`config.mk`:
```
export PLATFORM = sky130hd
export DESIGN_NAME = mac_dot_ctrl
export DESIGN_NICKNAME = d
export VERILOG_FILES = /design/src/rtl/mac_dot_ctrl.sv
export SDC_FILE = /design/constraint.sdc
export NUM_CORES = 1
export LEC_CHECK = 0
export ABC_AREA = 1
export CAP_MARGIN = 20
export CORE_MARGIN = 2
export CORE_UTILIZATION = 54
export DETAILED_ROUTE_END_ITERATION = 6
export PLACE_DENSITY = 0.88
export SLEW_MARGIN = 10
export SYNTH_ARGS = -nofsm -noshare
export SYNTH_HDL_FRONTEND = slang
export SYNTH_SLANG_ARGS = --single-unit
```
`constraint.sdc`:
```
create_clock -name clk -period 3.9 [get_ports clk]
set_input_delay 0.78 -clock clk [delete_from_list [all_inputs] [get_ports clk]]
set_output_delay 0.78 -clock clk [all_outputs]
set_load 0.05 [all_outputs]
```
`src/rtl/mac_dot_ctrl.sv`:
```
// mac_dot_ctrl -- streaming signed 8x8 dot-product engine with handshake control.
//
// A job starts in IDLE when start is high. len gives the number of a/b operand
// pairs. The pairs are accepted in RUN through an in_valid/in_ready handshake.
// Each pair goes through a three-stage pipeline:
//   1. operand registers
//   2. a 16-bit signed product register
//   3. a 16-bit wrapping accumulator with a sticky signed-overflow flag
// After the final pair the FSM waits in DRAIN for the pipeline to empty. It then
// presents the result in DONE until res_ready is high.
//
// Ports:
//   clk        rising-edge clock
//   reset      synchronous, active-high reset
//   start      begin a new job (only looked at in IDLE)
//   len        number of operand pairs, captured with start
//   in_valid   operand pair a/b valid
//   in_ready   high only in RUN
//   a, b       signed 8-bit operands
//   res        accumulator value (valid in every state; final in DONE)
//   res_valid  high in DONE
//   res_ready  consumer accepts res
//   busy       high in every state except IDLE
//   ovf        sticky signed overflow of the current result
module mac_dot_ctrl #(
  parameter int LEN_W = 8
) (
  input  logic             clk,
  input  logic             reset,
  input  logic             start,
  input  logic [LEN_W-1:0] len,
  input  logic             in_valid,
  output logic             in_ready,
  input  logic [7:0]       a,
  input  logic [7:0]       b,
  output logic [15:0]      res,
  output logic             res_valid,
  input  logic             res_ready,
  output logic             busy,
  output logic             ovf
);

  typedef enum logic [1:0] {
    IDLE  = 2'd0,
    RUN   = 2'd1,
    DRAIN = 2'd2,
    DONE  = 2'd3
  } state_t;

  state_t state_reg;
  state_t state_next;

  logic [LEN_W-1:0]   cnt_reg;
  logic               s1v_reg;
  logic               s2v_reg;
  logic signed [7:0]  a_reg;
  logic signed [7:0]  b_reg;
  logic signed [15:0] pp_reg;
  logic signed [15:0] acc_reg;
  logic               ovf_reg;

  logic               beat;
  logic               final_beat;
  logic               job_start;
  logic signed [15:0] product;
  logic signed [15:0] sum;
  logic               ovf_hit;

  assign beat       = in_valid && in_ready;
  assign final_beat = beat && (cnt_reg == LEN_W'(1));
  assign job_start  = (state_reg == IDLE) && start;

  // Widening before the multiply keeps the full product.
  // This includes (-128)*(-128) = 16384.
  assign product = 16'(a_reg) * 16'(b_reg);
  assign sum     = acc_reg + pp_reg;

  // Signed overflow occurs when both addends have the same sign and the
  // wrapped sum has the other sign.
  assign ovf_hit = (acc_reg[15] == pp_reg[15]) && (sum[15] != acc_reg[15]);

  // ---------------------------------------------------------------- state reg
  always_ff @(posedge clk) begin
    if (reset) begin
      state_reg <= IDLE;
    end else begin
      state_reg <= state_next;
    end
  end

  // --------------------------------------------------------------- next state
  always_comb begin
    state_next = state_reg;
    case (state_reg)
      IDLE: begin
        if (start) begin
          state_next = (len != '0) ? RUN : DONE;
        end
      end
      RUN: begin
        if (final_beat) begin
          state_next = DRAIN;
        end
      end
      DRAIN: begin
        // The last product is in pp and stage 1 is empty.
        // This edge performs the final accumulate.
        if (s2v_reg && !s1v_reg) begin
          state_next = DONE;
        end
      end
      DONE: begin
        if (res_ready) begin
          state_next = IDLE;
        end
      end
      default: state_next = IDLE;
    endcase
  end

  // ------------------------------------------------------------------ outputs
  always_comb begin
    in_ready  = 1'b0;
    res_valid = 1'b0;
    busy      = 1'b1;
    case (state_reg)
      IDLE:    busy      = 1'b0;
      RUN:     in_ready  = 1'b1;
      DONE:    res_valid = 1'b1;
      default: ;
    endcase
  end

  assign res = acc_reg;
  assign ovf = ovf_reg;

  // ----------------------------------------------------------------- datapath
  always_ff @(posedge clk) begin
    if (reset) begin
      cnt_reg <= '0;
      s1v_reg <= 1'b0;
      s2v_reg <= 1'b0;
      a_reg   <= '0;
      b_reg   <= '0;
      pp_reg  <= '0;
      acc_reg <= '0;
      ovf_reg <= 1'b0;
    end else begin
      // Stage 1: capture the operands on a beat.
      // A bubble otherwise moves down the pipeline.
      if (beat) begin
        a_reg   <= a;
        b_reg   <= b;
        s1v_reg <= 1'b1;
        cnt_reg <= cnt_reg - LEN_W'(1);
      end else begin
        s1v_reg <= 1'b0;
      end

      // Stage 2: product
      s2v_reg <= s1v_reg;
      if (s1v_reg) begin
        pp_reg <= product;
      end

      // Stage 3: accumulate.
      // A job can only start from IDLE, and the pipeline is always empty there.
      // So the clear on start and the accumulate never collide.
      if (job_start) begin
        cnt_reg <= len;
        acc_reg <= '0;
        ovf_reg <= 1'b0;
      end else if (s2v_reg) begin
        acc_reg <= sum;
        if (ovf_hit) begin
          ovf_reg <= 1'b1;
        end
      end
    end
  end

endmodule

```
==> results by group <==
Timing
  – RSZ-0062 raised after global routing: true
  – Final worst path period need: between 4000 and 5000 ps
  – Final hold vios: 0
  – Fin worst setup slack: -138 ps
  – Setup_tns: -482 ps
  – Fin Clk Skew: 5.72 ps
  – Worst Tran Pin Value: 616 ps
  – Final setup vio count: 6
  – Max_slew headroom: 58.8%
  – Max Fclk: 248 MHz
  – Worst hold margin: 454 ps
  – Max Slew Vio Count: 0
  – Final period util: 104%

Floorplan
  – I/O Pins: 49
  – Die width: 110 um
  – Starting density of the core: 55.7%
  – Row count: 38
  – DIE AREA: 12100 um^2
  – Die height: between 100 and 150 um
  – Core region area: 10900 um^2

Place
  – Post-DP HPWL: 11.0 mm
  – Number of instances in the placed design: 1095
  – Placed Area: 6900 um^2
  – Port Buf Inserts: 48
  – GPL Wtd Cong: 0.947

Global routing
  – Initial antenna violation count: 0
  – Grt ovf: 0
  – Gr usage total: 26.8%
  – First-pass GRT wire length: 25.4 mm
  – Vias in the first global route: approximately 5700
  – Largest net degree at the start of global routing: 27

Yosys
  – Post-synthesis register bit count: 61
  – Synth unique cells: 38
  – Seq/Total Area, Yosys: 20.1%
  – Yosys warns: 0
  – Post-Syn Instances: 901
  – Synthesized area: 6090 um^2
  – Avg Cell Area, Syn: 6.76 um^2
  – Post-Syn Nets: 1037
  – Synth top area cells: dfxtp_1 (20%), fa_1 (18%), inv_1 (13%), nand2_1 (12%), ha_1 (10%)
  – Top-area cell type share of the netlist area: 20.1%
  – Largest area contributor in the netlist: dfxtp_1

Critical path
  – Reg-to-reg slack, setup: -140 ps
  – Worst flop-to-flop path endpoint: pp_reg[13]
  – R2r startpoint: a_reg[4]
  – Crit. End Element: register
  – Max stage delay cell, worst path: fa_1
  – Crit Path Class: register to register
  – Critical-path cell list: buf_6, nand2_2, inv_2, fa_1, fa_2, fa_1, inv_2, fa_1, inv_2, ha_4, a21oi_4, nor2_1, nor2_1, nand3_1, nand2_1, nand3_1, nand2_1, inv_1
  – Worst Setup SP: a_reg[4]
  – Data arrival, critical path: 4280 ps
  – Worst reg2reg path depth: 18
  – CP Launch Type: register
  – CP max stage delay: 600 ps
  – Crit Path Max Fanout: 4
  – CP Data Required Time: 4140 ps

Layout
  – Filler cells: approximately 820
  – Most common cell after layout, fill and taps aside: inv_1
  – Final #Nets: around 1100
  – # diodes: 0
  – FF/Latch Area: 1260 um^2
  – Multi-input gate area: around 4300 um^2
  – Area growth syn-to-layout: 24.7%
  – Final non-filler cell total: 1115
  – Post-route cell area: 7600 um^2
  – Proportion of layout cells with a drive suffix above 1: roughly 16%
  – Most frequent cells in the layout: inv_1 (191), nand2_1 (182), nor2_1 (107)

Hold path
  – Hold path start: ovf
  – Hold path cells: 2
  – Hold Path Sink: ovf
  – Min-Delay Path Class: register to register

Detailed routing
  – First-pass DRT Iterations: 6
  – Vias: 6084
  – Drt via density: 5.46
  – WL/cell: ~15 um
  – Post-Route WL: 16.5 mm
  – Starting DRC count in detailed routing: 566
  – Antenna-violating nets left: 0
  – Post-route DRC: 0

Status
  – Failing checks: negative setup slack
  – Outcome: complete, but fails checks

Clock tree
  – Clk_lat worst skew: between 300 and 400 ps
  – Total CTS buffers: 9
  – CTS hold repair buffers: 0
  – CTS Sinks: 61
  – H-tree Lvls: 3
  – Clock root cell: clkbuf_16
  – Worst-path clk slew: 60 ps
  – CTS tree: done
  – Clock buffer depth: 2

Pwr
  – Overall Power: between 3 and 4 mW
  – Pwr dens: roughly 410 nW/um^2
  – Peak supply drop: around 0.00036 V
  – Leakage: 4.04 nW

Run
  – # Max-Cap Violations: 0
worst max-delay path, delay by kind of cell (launching register included):
| kind | cells | cell delay, ps |
|---|---|---|
| buffers and inverters | 5 | 310 |
| adder cells (fa/ha/maj) | 5 | 2430 |
| flip-flops | 1 | 360 |
| AND/OR/NAND/NOR | 7 | 700 |
| AO/OA/AOI/OAI | 1 | 140 |
per-layer routing:
metal	wire, um	part of all wire (%)	global-route usage [%]
met1	6400	39	32.8
met4	763	4.6	12.9
met3	1110	6.7	4.53
met2	8260	50	46.0
met5	0	0	0
metrics by stage:
step                      utilization (%)  setup WS, ps
after floorplan                         -          1.19
after global placement               63.1          -106
after detailed placement             63.1          -151
after CTS                            66.8         -11.1
after global routing                 69.5          -252
final                                69.5          -138
worst max path at each step:
stage | endpoint | cells past startpoint
CTS | pp_reg[14] | 20
finish | pp_reg[13] | 18
global placement | pp_reg[14] | 18
detailed placement | pp_reg[15] | 18
global route | pp_reg[13] | 18
floorplan | pp_reg[15] | 19
cells by family after synthesis:
logic type                 after synthesis  synth area share [%]
buffers and inverters                  243                  15.2
AOI/OAI and AO/OA                       92                  8.28
xor gates and xnor gates                12                  1.73
and+or+nand+nor                        386                  25.8
DFF                                     61                  20.1
adders and majority gates              107                  28.9
where the power goes:
part	switching [mW]	internal, mW	leakage [nW]
Combinational	0.882	0.629	3.41
Sequential	0.124	0.732	0.505
Clock	0.321	0.447	0.132
area by class of cell:
cell class	instances	area share, %
Sequential cell	61	16.6
Clock buffer	11	3.20
Tap cell	140	2.31
Timing Repair Buffer	87	10.6
Clock inverter	5	0.445
Multi-Input combinational cell	597	56.3
Inverter	214	10.6
synthesized netlist by cell type, drive strengths merged:
cell	instances
inv	213
nand2	208
nor2	116
dfxtp	61
fa	56
ha	51
o21ai	44
nand3	42
a21oi	31
clkbuf	22
nand4	9
buf	7
xor2	7
a31oi	6
xnor2	5
or2	4
a21o	3
nor3	3
nand3b	2
nor4	2
o21a	2
o21bai	2
a211oi	1
a32o	1
clkinv	1
o211ai	1
o22ai	1
repair_timing:
action | in CTS | in global routing
endpoints found under the setup margin | 7 | 9
cloned | 0 | 0
buffers inserted | 2 | 2
resized for setup | 34 | 90
pin swaps | 14 | 54
Note: power is estimated with default switching activity, not from simulation.
